--- src/rtl/usb_cdc_tx_arbiter_if.sv ---
// Byte-stream handshake bundle between the requesters, the TX arbiter and the
// usb_cdc_wrapper TX FIFO write port.
interface usb_cdc_tx_arbiter_if #(
    parameter int NUM_REQ = 4
);
    logic [NUM_REQ-1:0]   req_valid;
    logic [NUM_REQ-1:0]   req_last;
    logic [8*NUM_REQ-1:0] req_data;
    logic [NUM_REQ-1:0]   req_ready;
    logic                 tx_fifo_full;
    logic                 tx_fifo_wr;
    logic [7:0]           tx_fifo_wdata;

    // Requesters plus FIFO status drive the arbiter
    modport master (
        output req_valid, req_last, req_data, tx_fifo_full,
        input  req_ready, tx_fifo_wr, tx_fifo_wdata
    );

    modport slave (
        input  req_valid, req_last, req_data, tx_fifo_full,
        output req_ready, tx_fifo_wr, tx_fifo_wdata
    );
endinterface

--- src/rtl/usb_cdc_tx_arbiter.sv ---
// Round-robin burst arbiter sharing the USB CDC TX FIFO write port between
// NUM_REQ byte-stream requesters; a grant lasts until last, burst limit, idle timeout or en low.
module usb_cdc_tx_arbiter #(
    parameter int NUM_REQ      = 4,
    parameter int MAX_BURST    = 8,
    parameter int IDLE_TIMEOUT = 16
) (
    input  logic                 clk,
    input  logic                 rst_n,
    input  logic                 en,
    usb_cdc_tx_arbiter_if.slave  bus,
    output logic [NUM_REQ-1:0]   gnt,
    output logic                 busy,
    output logic                 timeout_evt
);
    localparam int PTR_W = (NUM_REQ > 1) ? $clog2(NUM_REQ) : 1;
    localparam logic [7:0] BURST_LAST   = 8'(MAX_BURST - 1);
    localparam logic [7:0] TIMEOUT_LAST = 8'(IDLE_TIMEOUT - 1);

    typedef enum logic {
        ST_IDLE,
        ST_BURST
    } state_t;

    state_t             state_reg, state_next;
    logic [NUM_REQ-1:0] gnt_reg, gnt_next;
    logic [PTR_W-1:0]   g_idx_reg, g_idx_next;
    logic [PTR_W-1:0]   rr_ptr_reg, rr_ptr_next;
    logic [7:0]         beat_cnt_reg, beat_cnt_next;
    logic [7:0]         idle_cnt_reg, idle_cnt_next;

    logic [7:0]         req_bytes [NUM_REQ];
    logic [PTR_W-1:0]   cand;
    logic [PTR_W-1:0]   sel_idx;
    logic               sel_found;

    logic [NUM_REQ-1:0] ready_comb;
    logic               wr_comb;
    logic [7:0]         wdata_comb;
    logic               timeout_comb;

    genvar gi;
    generate
        for (gi = 0; gi < NUM_REQ; gi++) begin : g_unpack
            assign req_bytes[gi] = bus.req_data[8*gi +: 8];
        end
    endgenerate

    // Cyclic search from rr_ptr; walking downward leaves the nearest hit in sel_idx.
    always_comb begin
        cand      = '0;
        sel_idx   = '0;
        sel_found = 1'b0;
        for (int k = NUM_REQ - 1; k >= 0; k--) begin
            cand = PTR_W'((int'(rr_ptr_reg) + k) % NUM_REQ);
            if (bus.req_valid[cand]) begin
                sel_found = 1'b1;
                sel_idx   = cand;
            end
        end
    end

    always_ff @(posedge clk or negedge rst_n) begin
        if (!rst_n) begin
            state_reg    <= ST_IDLE;
            gnt_reg      <= '0;
            g_idx_reg    <= '0;
            rr_ptr_reg   <= '0;
            beat_cnt_reg <= '0;
            idle_cnt_reg <= '0;
        end else begin
            state_reg    <= state_next;
            gnt_reg      <= gnt_next;
            g_idx_reg    <= g_idx_next;
            rr_ptr_reg   <= rr_ptr_next;
            beat_cnt_reg <= beat_cnt_next;
            idle_cnt_reg <= idle_cnt_next;
        end
    end

    always_comb begin
        state_next    = state_reg;
        gnt_next      = gnt_reg;
        g_idx_next    = g_idx_reg;
        rr_ptr_next   = rr_ptr_reg;
        beat_cnt_next = beat_cnt_reg;
        idle_cnt_next = idle_cnt_reg;
        ready_comb    = '0;
        wr_comb       = 1'b0;
        wdata_comb    = '0;
        timeout_comb  = 1'b0;

        unique case (state_reg)
            ST_IDLE: begin
                if (en && sel_found) begin
                    state_next          = ST_BURST;
                    gnt_next            = '0;
                    gnt_next[sel_idx]   = 1'b1;
                    g_idx_next          = sel_idx;
                end
            end

            ST_BURST: begin
                ready_comb[g_idx_reg] = en & ~bus.tx_fifo_full;
                wr_comb      = bus.req_valid[g_idx_reg] & ready_comb[g_idx_reg];
                wdata_comb   = req_bytes[g_idx_reg];
                timeout_comb = ~bus.req_valid[g_idx_reg] && (idle_cnt_reg == TIMEOUT_LAST);

                // A valid byte stalled by a full FIFO leaves idle_cnt untouched.
                if (wr_comb) begin
                    beat_cnt_next = beat_cnt_reg + 8'd1;
                    idle_cnt_next = '0;
                end else if (!bus.req_valid[g_idx_reg]) begin
                    idle_cnt_next = idle_cnt_reg + 8'd1;
                end

                if (!en || timeout_comb ||
                    (wr_comb && (bus.req_last[g_idx_reg] || beat_cnt_reg == BURST_LAST))) begin
                    state_next    = ST_IDLE;
                    gnt_next      = '0;
                    rr_ptr_next   = (g_idx_reg == PTR_W'(NUM_REQ - 1)) ? '0 : g_idx_reg + 1'b1;
                    beat_cnt_next = '0;
                    idle_cnt_next = '0;
                end
            end

            default: state_next = ST_IDLE;
        endcase
    end

    assign bus.req_ready     = ready_comb;
    assign bus.tx_fifo_wr    = wr_comb;
    assign bus.tx_fifo_wdata = wdata_comb;
    assign gnt               = gnt_reg;
    assign busy              = (state_reg == ST_BURST);
    assign timeout_evt       = timeout_comb;

endmodule

--- src/flat_wrapper.sv ---
// flat-port wrapper written by rule: the top's interface ports become plain ports
module usb_cdc_tx_arbiter_flat 
#(
    parameter int NUM_REQ      = 4,
    parameter int MAX_BURST    = 8,
    parameter int IDLE_TIMEOUT = 16
)
  (clk, rst_n, en, gnt, busy, timeout_evt, bus_req_valid, bus_req_last, bus_req_data, bus_tx_fifo_full, bus_req_ready, bus_tx_fifo_wr, bus_tx_fifo_wdata);
  usb_cdc_tx_arbiter_if #(.NUM_REQ(NUM_REQ)) bus_i ();
  input  logic clk;
  input  logic rst_n;
  input  logic en;
  output logic [NUM_REQ-1:0] gnt;
  output logic busy;
  output logic timeout_evt;
  input wire logic [$bits(bus_i.req_valid)-1:0] bus_req_valid;
  input wire logic [$bits(bus_i.req_last)-1:0] bus_req_last;
  input wire logic [$bits(bus_i.req_data)-1:0] bus_req_data;
  input wire logic [$bits(bus_i.tx_fifo_full)-1:0] bus_tx_fifo_full;
  output wire logic [$bits(bus_i.req_ready)-1:0] bus_req_ready;
  output wire logic [$bits(bus_i.tx_fifo_wr)-1:0] bus_tx_fifo_wr;
  output wire logic [$bits(bus_i.tx_fifo_wdata)-1:0] bus_tx_fifo_wdata;
  assign bus_i.req_valid = bus_req_valid;
  assign bus_i.req_last = bus_req_last;
  assign bus_i.req_data = bus_req_data;
  assign bus_i.tx_fifo_full = bus_tx_fifo_full;
  assign bus_req_ready = bus_i.req_ready;
  assign bus_tx_fifo_wr = bus_i.tx_fifo_wr;
  assign bus_tx_fifo_wdata = bus_i.tx_fifo_wdata;
  usb_cdc_tx_arbiter #(.NUM_REQ(NUM_REQ), .MAX_BURST(MAX_BURST), .IDLE_TIMEOUT(IDLE_TIMEOUT)) u_core (.clk(clk), .rst_n(rst_n), .en(en), .bus(bus_i), .gnt(gnt), .busy(busy), .timeout_evt(timeout_evt));
endmodule
--- config.mk ---
export PLATFORM = sky130hd
export DESIGN_NAME = usb_cdc_tx_arbiter_flat
export DESIGN_NICKNAME = d
export VERILOG_FILES = /design/src/rtl/usb_cdc_tx_arbiter_if.sv /design/src/rtl/usb_cdc_tx_arbiter.sv /design/src/flat_wrapper.sv
export SDC_FILE = /design/constraint.sdc
export NUM_CORES = 1
export LEC_CHECK = 0
export CELL_PAD_IN_SITES_DETAIL_PLACEMENT = 0
export CELL_PAD_IN_SITES_GLOBAL_PLACEMENT = 2
export CORE_AREA = 4 4 75 77
export DETAILED_ROUTE_END_ITERATION = 10
export DIE_AREA = 0 0 79 81
export DONT_BUFFER_PORTS = 1
export GPL_TIMING_DRIVEN = 0
export PLACE_DENSITY_LB_ADDON = 0.1
export SKIP_CTS_REPAIR_TIMING = 1
export SLEW_MARGIN = 15
export SYNTH_ARGS = -nofsm -noshare
export SYNTH_HDL_FRONTEND = slang
export SYNTH_SLANG_ARGS = --single-unit
--- constraint.sdc ---
create_clock -name clk -period 3.6 [get_ports clk]
set_input_delay 1.08 -clock clk [delete_from_list [all_inputs] [get_ports clk]]
set_output_delay 1.08 -clock clk [all_outputs]
set_load 0.02 [all_outputs]
==> impl_results.md, run 1 <==
* Via/cell ratio at about 5.9
* Die area at 0.00640 mm2
* Min Tclk post-route at 3.51 ns
* DRC at 0
* First-pass GRT wire length at 7970 um
* Crit path required time at 2.52 ns
* HP Class: primary input to asynchronous set/reset pin
* GR Util All Layers at 15.7%
* Area after DPL at 0.00193 mm2
* Setup crit end kind: primary output
* Die H at 81 um
* Cells after synthesis at roughly 180
* CTS tree: done
* Die width at around 79 um
* Ports at 63
* Final-report hold violation count at 0
* Gr ovfl total at 0
* Number of synthesis warnings at 0
* Top FF cell, synth: dfrtp_1
* Starting Density at a little under two fifths
* DRT antenna net count at 0
* Setup CP Type: primary input to primary output
* Buffers on Ports at 0
* Skew final at 0.00795 ns
* Largest net degree at the start of global routing at 26
* Post-synth EDFFs at 0
* Antenna violations before repair at 0
* Critical Path Start Type: primary input
* Clock transition at path regs at 0.10 ns
* Cell at the slowest stage of the critical path: mux4_2
* Area growth, synth to finish at 7.74%
* Worst-Margin Slew at 0.562 ns
* DRT Pass-1 Iters at 4
* Lkg Pwr at approximately 0.00076 uW
* GPL Wtd Cong at 0.782
* HPWL Detailed at roughly 3800 um
* Later-pin clock latency in the skew report at approximately 0.27 ns
* Diode count at 0
* Core box area at 0.00501 mm2
* Routed len/inst at 19.6 um
* Synth unique cells at 52
* CP Max Fanout at 12
* Outcome: finished clean
* Ys async rst share at 100%
* Max-slew violations at 0
* Most frequent cell after synthesis: dfrtp_1
* RSZ-0062 raised after global routing: no
* Slew HR at 62.1%
* Critical path cell sequence: mux4_2 > buf_6 > or3_4 > nor2_4
* Initial DRC Count at 43
* FP Rows at 26
* CTS Buffer Depth at 2
* Sequential share of the synthesized area at 33.9%
* Post-synth top cells: dfrtp_1 (25), and2_1 (13), inv_1 (12)
* Final worst path period share at a little over nine tenths
* Top cell type by total area after synthesis: dfrtp_1
* Routed WL at 4980 um
* #FFs+latches synth at 25
* Setup violators final at 0
* H-tree levels at 1
* Syn Area/Cell at 10.2 um2
* Final worst slack at 0.0852 ns
* F_max at 285 MHz
* # clock sinks at 25
* Share of layout cells above drive strength 1 at 17.4%
* Layout Nets at ~240
* Via count at 1487
* Hold WS at 0.487 ns
* Mapped Area at 0.00184 mm2
* Area contributors post-synth: dfrtp_1 (34%), mux4_2 (13%), and2_1 (4.4%)
* WP data arrival at 2.43 ns
* Power per cell area at ~670 mW/mm2
* Worst path top cell family by delay: simple AND/OR/NAND/NOR gates
* Final Cell Area at 0.00199 mm2
* Syn nets at 231
* Dpl ws at -0.0826 ns
* Num CTS Buffers at 3
* Max_cap viols at 0
* Vias in the first global route at around 1600
* Clock root cell: clkbuf_8
* Peak supply drop at 0.283 mV
* CP max stage delay at approximately 0.49 ns
* Post-synth top area share at 33.9%
* Buf+Inv Stages, Crit Path at 1
==> cell type report <==
cell class / instances / area, um2
Buffer: 6 / 36.3
Fill cell: 509 / 3020
Inverter: 13 / 48.8
Sequential cell: 25 / 627
Clock buffer: 3 / 41.3
Tap cell: 70 / 87.6
Multi-Input combinational cell: 136 / 1140
Clock inverter: 1 / 5.00
==> placed cells by master (no fill, tap or decap), types with 3 or more instances in the layout <==
cell	count
nand3_1	9
or3_1	3
inv_1	12
nor3_1	3
nor2_1	10
o22ai_1	8
nand2b_1	4
nand2_1	11
o21ai_0	7
a32oi_1	4
ha_1	6
nor4_1	3
a21oi_1	3
dfrtp_1	24
xnor2_1	4
mux4_2	11
and2_1	13
clkbuf_8	3
o32ai_1	3
==> logic make-up after synthesis <==
kind of cell    Yosys count  share of synthesized area [%]
flops                    25                           33.9
simple gates             69                           20.6
fa+ha+maj                 6                           4.07
compound gates           42                           18.7
buf+inv                  20                           4.62
xor+xnor                  5                           2.38
mux                      14                           15.6
==> worst paths after layout <==
path,slack [ns],cells after the start,start,endpoint
worst max register to register,0.99,8,u_core.g_idx_reg[0],u_core.beat_cnt_reg[5]
min in group clk,0.55,2,u_core.beat_cnt_reg[1],u_core.beat_cnt_reg[1]
worst min register to register,0.55,2,u_core.beat_cnt_reg[1],u_core.beat_cnt_reg[1]
max in group asynchronous,3.04,0,rst_n,u_core.g_idx_reg[0]
worst max-delay path,0.09,4,bus_req_valid[3],timeout_evt
worst min-delay path,0.49,0,rst_n,u_core.idle_cnt_reg[3]
==> metrics by stage <==
| step | total power [uW] | TNS, ns | utilization [%] | cells |
|---|---|---|---|---|
| after floorplan | 1020 | 0 | - | 181 |
| after detailed placement | 1160 | -0.0826 | 38.6 | 251 |
| after global placement | 1140 | -0.0773 | 38.6 | 251 |
| after global routing | 1430 | 0 | 39.6 | 254 |
| final | 1330 | 0 | 39.6 | 254 |
| after CTS | 1340 | -0.335 | 39.5 | 255 |
==> worst reg2reg max path: cells and delay by family, from the launching register on <==
kind                     cells  cell delay (ns)
AO/OA/AOI/OAI                1             0.15
adder cells (fa/ha/maj)      1             0.22
buffers and inverters        3             0.62
flip-flops                   1             0.46
multiplexers                 1             0.48
AND/OR/NAND/NOR              2             0.55
==> metal layers <==
layer | vias to the layer above | global-route usage, % | routed length [um]
li1 | 697 | - | -
met1 | 737 | 20.1 | 2260
met2 | 51 | 26.3 | 2380
met3 | 2 | 4.66 | 321
met4 | 0 | 3.61 | 21
met5 | - | 0 | 0
==> power breakdown <==
part | switching [uW] | leakage (uW) | internal [uW]
registers | 111 | 0.000334 | 351
logic | 404 | 0.000406 | 292
clock network | 96.2 | 0.0000255 | 77.5
total | 612 | 0.000765 | 721
No activity file was read; power rests on OpenSTA's default activity.
==> inputs of run 2 (changes only) <==
- GPL_TIMING_DRIVEN: 0 -> not set
==> impl_results.md, run 2 (same netlist as run 1, synthesis figures left out) <==
* Outcome: finished clean (unchanged)
* DRT antenna net count at 0 (unchanged)
* Die H at 81 um (unchanged)
* Crit path from: u_core.g_idx_reg[1] (was bus_req_valid[3])
* Max-slew violations at 0 (unchanged)
* Gr ovfl total at 0 (unchanged)
* HP Class: primary input to asynchronous set/reset pin (unchanged)
* Slew HR at 57.0% (was 62.1%)
* FF-to-FF End: u_core.rr_ptr_reg[0] (was u_core.beat_cnt_reg[5])
* DRT Pass-1 Iters at 4 (unchanged)
* R2r worst-path depth at 4 (was 8)
* Setup violators final at 0 (unchanged)
* Worst-Margin Slew at 0.636 ns (was 0.562 ns)
* Inst Count DP at 248 (was 251)
* Clock root cell: clkbuf_8 (unchanged)
* Met2 GRT Util at 24.7% (was 26.3%)
* Antenna violations before repair at 0 (unchanged)
* CP Max Fanout at 15 (was 12)
* Num CTS Buffers at 3 (unchanged)
* Core box area at 0.00501 mm2 (unchanged)
* Routed len/inst at 18.2 um (was 19.6 um)
* Critical Path End: bus_tx_fifo_wr (was timeout_evt)
* First-pass GRT wire length at 7560 um (was 7970 um)
* Die area at 0.00640 mm2 (unchanged)
* # clock sinks at 25 (unchanged)
* Final Instance Count excl. Fillers at 252 (was 254)
* Routed WL at 4580 um (was 4980 um)
* Most frequent cells in the layout: dfrtp_1 (25), and2_1 (13), inv_1 (12) (was dfrtp_1 (24), and2_1 (13), inv_1 (12))
* Max_cap viols at 0 (unchanged)
* Layout Nets at 233 (was 235)
* Crit path required time at 2.52 ns (about the same)
* Peak supply drop at 0.257 mV (was 0.283 mV)
* Skew final at 0.000772 ns (was 0.00795 ns)
* Vias in the first global route at 1557 (was 1591)
* Global routing usage on met1 at 19.9% (was 20.1%)
* GR Layer Usage met3 at 3.22% (was 4.66%)
* Clock transition at path regs at 0.10 ns (about the same)
* H-tree levels at 1 (unchanged)
* Via/cell ratio at 5.66 (was 5.85)
* Setup crit end kind: primary output (unchanged)
* Starting Density at 36.8% (unchanged)
* Final worst slack at 0.280 ns (was 0.0852 ns)
* Later-pin clock latency in the skew report at 0.27 ns (about the same)
* Final worst path period share at 92.2% (was 97.6%)
* Min Tclk post-route at 3.32 ns (was 3.51 ns)
* Lkg Pwr at 0.000760 uW (was 0.000765 uW)
* FP Rows at 26 (unchanged)
* GR Util All Layers at 14.9% (was 15.7%)
* Ports at 63 (unchanged)
* Flop-to-flop setup slack at 0.95 ns (was 0.99 ns)
* Busiest layer in global routing: met2 (unchanged)
* RSZ-0062 raised after global routing: no (unchanged)
* DRC at 0 (unchanged)
* Most common cell after layout, fill and taps aside: dfrtp_1 (unchanged)
* Via count at 1427 (was 1487)
* Buffers on Ports at 0 (unchanged)
* CTS Buffer Depth at 2 (unchanged)
* Overall power at 1310 uW (was 1330 uW)
* Area growth, synth to finish at 7.20% (was 7.74%)
* Setup CP Type: flop to primary output (was primary input to primary output)
* Setup TNS at 0 ns (unchanged)
* WP data arrival at 2.24 ns (was 2.43 ns)
* Largest net degree at the start of global routing at 26 (unchanged)
* Critical Path Start Type: flop (was primary input)
* Diode count at 0 (unchanged)
* Dpl ws at 0.296 ns (was -0.0826 ns)
* Die width at 79 um (unchanged)
* Power per cell area at 665 mW/mm2 (was 671 mW/mm2)
* F_max at 301 MHz (was 285 MHz)
* Initial DRC Count at 89 (was 43)
* HPWL Detailed at 3550 um (was 3790 um)
* CTS tree: done (unchanged)
* Reg-to-reg startpoint: u_core.busy (was u_core.g_idx_reg[0])
* Share of layout cells above drive strength 1 at 17.0% (was 17.4%)
* Final-report hold violation count at 0 (unchanged)
* GPL Wtd Cong at 0.772 (was 0.782)
==> run 2: changes by cell type in the layout (fill, tap and decap cells not counted), sizes merged <==
cell | before | now
buf | 3 | 4
clkbuf | 6 | 3
clkinv | 2 | 1
clkinvlp | 0 | 1
==> run 2: worst min path at each step <==
stage / slack, ns / startpoint / endpoint
5_1_grt: 0.46 / rst_n / u_core.idle_cnt_reg[7]
2_1_floorplan: 0.49 / u_core.beat_cnt_reg[1] / u_core.beat_cnt_reg[1]
3_3_place_gp: 0.53 / u_core.idle_cnt_reg[7] / u_core.idle_cnt_reg[7]
4_1_cts: 0.48 / rst_n / u_core.idle_cnt_reg[0]
3_5_place_dp: 0.53 / u_core.rr_ptr_reg[0] / u_core.rr_ptr_reg[0]
6_report: 0.49 / rst_n / u_core.beat_cnt_reg[4]
==> run 2: cell type report <==
cell class | count | area, um2
clock inverters | 1 | 7.51
multi-input cells | 136 | 1130
inverters | 13 | 48.8
well taps | 70 | 87.6
fillers | 514 | 3030
repair buffers | 4 | 30.0
clock buffers | 3 | 41.3
flip-flops and latches | 25 | 626
==> run 2: routing by layer <==
metal / up-vias / wire length, um
li1: 693 / -
met1: 690 / 2170
met2: 42 / 2140
met5: - / 0
met3: 2 / 244
met4: 0 / 20
==> run 2: critical path: stages (launching register included) <==
cell and delay [ns]:
dfrtp_1 0.71, inv_1 0.15, ha_1 0.23, mux4_2 0.46
nand3_2 0.20, inv_1 0.21
==> run 2: report_power, final <==
group / switching [uW] / leakage (uW) / internal (uW)
combinational: 358 / 0.000403 / 284
clock: 99.6 / 0.0000217 / 78.6
sequential: 144 / 0.000335 / 350
total: 601 / 0.000760 / 712
==> run 2: through the flow <==
step                utilization, %  hold WS, ns  area [um2]
CTS                           39.4        0.475        1980
global placement              38.5        0.525        1930
detailed placement            38.5        0.533        1930
floorplan                        -        0.495        1850
global route                  39.4        0.464        1980
finish                        39.4        0.487        1980
==> inputs of run 3 (changes only) <==
- CORE_AREA: 4 4 75 77 -> 4 4 79 81
- DIE_AREA: 0 0 79 81 -> 0 0 83 85
- TNS_END_PERCENT: not set -> 10
- clock period: 3.6 -> 3 ns (I/O delays scaled with it)
==> impl_results.md, run 3 (same netlist as run 1, synthesis figures left out) <==
* RSZ-0062 raised after global routing: no (unchanged)
* Power per cell area at 808 mW/mm2 (was 665 mW/mm2)
* Fillcell total at 576 (was 514)
* Via count at 1470 (was 1427)
* Area of the multi-input gates at 0.00114 mm2 (was 0.00113 mm2)
* Clock network power share at 13.4% (was 13.6%)
* Buf+Inv Stages, Crit Path at 0 (was 2)
* DRT antenna net count at 0 (unchanged)
* Peak supply drop at 0.374 mV (was 0.257 mV)
* Max layer used: met4 (unchanged)
* Starting Density at 33.7% (was 36.8%)
* Crit path from: u_core.idle_cnt_reg[4] (was u_core.g_idx_reg[1])
* Setup crit end kind: primary output (unchanged)
* GPL Wtd Cong at 0.808 (was 0.772)
* GR Util All Layers at 13.6% (was 14.9%)
* Int Pwr at 897 uW (was 712 uW)
* Die width at 83 um (was 79 um)
* Final worst path period share at 96.0%
* Setup CP Type: flop to primary output (unchanged)
* Final Util at 37.1% (was 39.4%)
* Reg power frac at 34.9% (was 37.6%)
* Clock transition at path regs at 0.11 ns (was 0.10 ns)
* Lkg Pwr at 0.000791 uW (was 0.000760 uW)
* CP Max Fanout at 5 (was 15)
* Via/cell ratio at 5.65 (was 5.66)
* Routed len/inst at 18.3 um (was 18.2 um)
* DRC at 0 (unchanged)
* Skew final at 0.0132 ns (was 0.000772 ns)
* Buffers on Ports at 0 (unchanged)
* H-tree levels at 1 (unchanged)
* Die area at 0.00706 mm2 (was 0.00640 mm2)
* Sw Pwr at 744 uW (was 601 uW)
* Clock root cell: clkbuf_8 (unchanged)
* Area growth, synth to finish at 10.2% (was 7.20%)
* Flop-to-flop setup slack at 0.48 ns (was 0.95 ns)
* Largest net degree at the start of global routing at 26 (unchanged)
* Outcome: finished clean (unchanged)
* Cell at the slowest stage of the critical path: or4_1 (was dfrtp_1)
* Ports at 63 (unchanged)
* Later-pin clock latency in the skew report at 0.28 ns (was 0.27 ns)
* Slew HR at 63.4% (was 57.0%)
* CTS Buffer Depth at 2 (unchanged)
* Comb pwr share at 51.6% (was 48.8%)
* HPWL Detailed at 3790 um (was 3550 um)
* F_max at 347 MHz
* FP Rows at 27 (was 26)
* WP data arrival at 1.98 ns (was 2.24 ns)
* Setup violators final at 0 (unchanged)
* DRT Pass-1 Iters at 4 (unchanged)
* Final Instance Count excl. Fillers at 260 (was 252)
* Reg area at 627 um2 (was 626 um2)
* Critical path depth in cells at 3 (was 5)
* Met2 wire len at 2320 um (was 2140 um)
* CP max stage delay at 0.64 ns (was 0.71 ns)
* Vias in the first global route at 1579 (was 1557)
* Critical path cell sequence: or4_1 > or3_4 > nor2_4 (was inv_1 > ha_1 > mux4_2 > nand3_2 > inv_1)
* Reg-to-reg startpoint: u_core.g_idx_reg[0] (was u_core.busy)
* HP Class: primary input to asynchronous set/reset pin (unchanged)
* Most common cell after layout, fill and taps aside: dfrtp_1 (unchanged)
* Share of layout cells above drive strength 1 at 20.2% (was 17.0%)
* # clock sinks at 25 (unchanged)
* Layout Nets at 239 (was 233)
* Die H at 85 um (was 81 um)
* First-pass GRT wire length at 7880 um (was 7560 um)
* Max-slew violations at 0 (unchanged)
* Most frequent cells in the layout: dfrtp_1 (24), and2_1 (13), inv_1 (12) (was dfrtp_1 (25), and2_1 (13), inv_1 (12))
* Worst path top cell family by delay: simple AND/OR/NAND/NOR gates (was flip-flops)
* Critical Path Start Type: flop (unchanged)
* Diode count at 0 (unchanged)
* Gr ovfl total at 0 (unchanged)
* Worst-Margin Slew at 0.544 ns (was 0.636 ns)
* Initial DRC Count at 100 (was 89)
* Crit path required time at 2.10 ns (was 2.52 ns)
* Min Tclk post-route at 2.88 ns
* Num CTS Buffers at 3 (unchanged)
* Inst Count DP at 256 (was 248)
* Routed WL at 4750 um (was 4580 um)
* Antenna violations before repair at 0 (unchanged)
* FF-to-FF End: u_core.rr_ptr_reg[0] (unchanged)
* Max_cap viols at 0 (unchanged)
* Core box area at 0.00547 mm2 (was 0.00501 mm2)
* Final-report hold violation count at 0 (unchanged)
* WL met3 at 267 um (was 244 um)
* Met1 wire length at 2150 um (was 2170 um)
* Sw frac at 45.3% (was 45.8%)
* CTS tree: done (unchanged)
* R2r worst-path depth at 5 (was 4)
* Critical Path End: timeout_evt (was bus_tx_fifo_wr)
==> run 3: cell count changes in the layout (fill, tap and decap cells not counted), sizes merged <==
cell      delta
buf          +6
clkinvlp     -1
inv          +1
==> run 3: cell type report <==
| cell class | instances | share of cell area, % |
|---|---|---|
| Clock buffer | 3 | 2.03 |
| Clock inverter | 1 | 0.431 |
| Inverter | 13 | 2.40 |
| Multi-Input combinational cell | 136 | 56.1 |
| Sequential cell | 25 | 30.9 |
| Tap cell | 72 | 4.44 |
| Timing Repair Buffer | 10 | 3.70 |
==> run 3: worst min path at each step <==
stage | cells after the start | to
2_1_floorplan | 2 | u_core.beat_cnt_reg[1]
3_3_place_gp | 2 | u_core.beat_cnt_reg[1]
3_5_place_dp | 1 | u_core.rr_ptr_reg[0]
4_1_cts | 0 | u_core.idle_cnt_reg[2]
5_1_grt | 0 | u_core.idle_cnt_reg[2]
6_report | 0 | u_core.idle_cnt_reg[2]
==> run 3: metrics by stage <==
| stage | cell area (um2) | total power (uW) | setup WS, ns | hold slack (ns) | setup TNS, ns |
|---|---|---|---|---|---|
| after floorplan | 1860 | 1220 | -0.0907 | 0.495 | -0.0980 |
| after global placement | 1980 | 1430 | 0.152 | 0.522 | 0 |
| after detailed placement | 1980 | 1430 | 0.157 | 0.536 | 0 |
| after CTS | 2030 | 1660 | 0.105 | 0.285 | 0 |
| after global routing | 2030 | 1770 | 0.0190 | 0.275 | 0 |
| final | 2030 | 1640 | 0.119 | 0.295 | 0 |
==> run 3: layer usage <==
metal	global-route usage, %	vias up
met4	1.34	0
met5	0	-
met2	23.5	48
met3	4.17	2
li1	-	705
met1	17.4	715
==> run 3: worst register-to-register path: stages, from the launching register on <==
cell and delay, ns:
dfrtp_1 0.55, mux4_2 0.59, buf_4 0.20, o41a_4 0.52, a22oi_4 0.25, mux2_4 0.32
==> run 3: power by group through the flow <==
stage	clock [uW]	sequential, uW	combinational (uW)
after CTS	232	573	859
after floorplan	0	531	692
final	220	573	847
after detailed placement	0	576	857
after global placement	0	577	852
after global routing	240	593	932
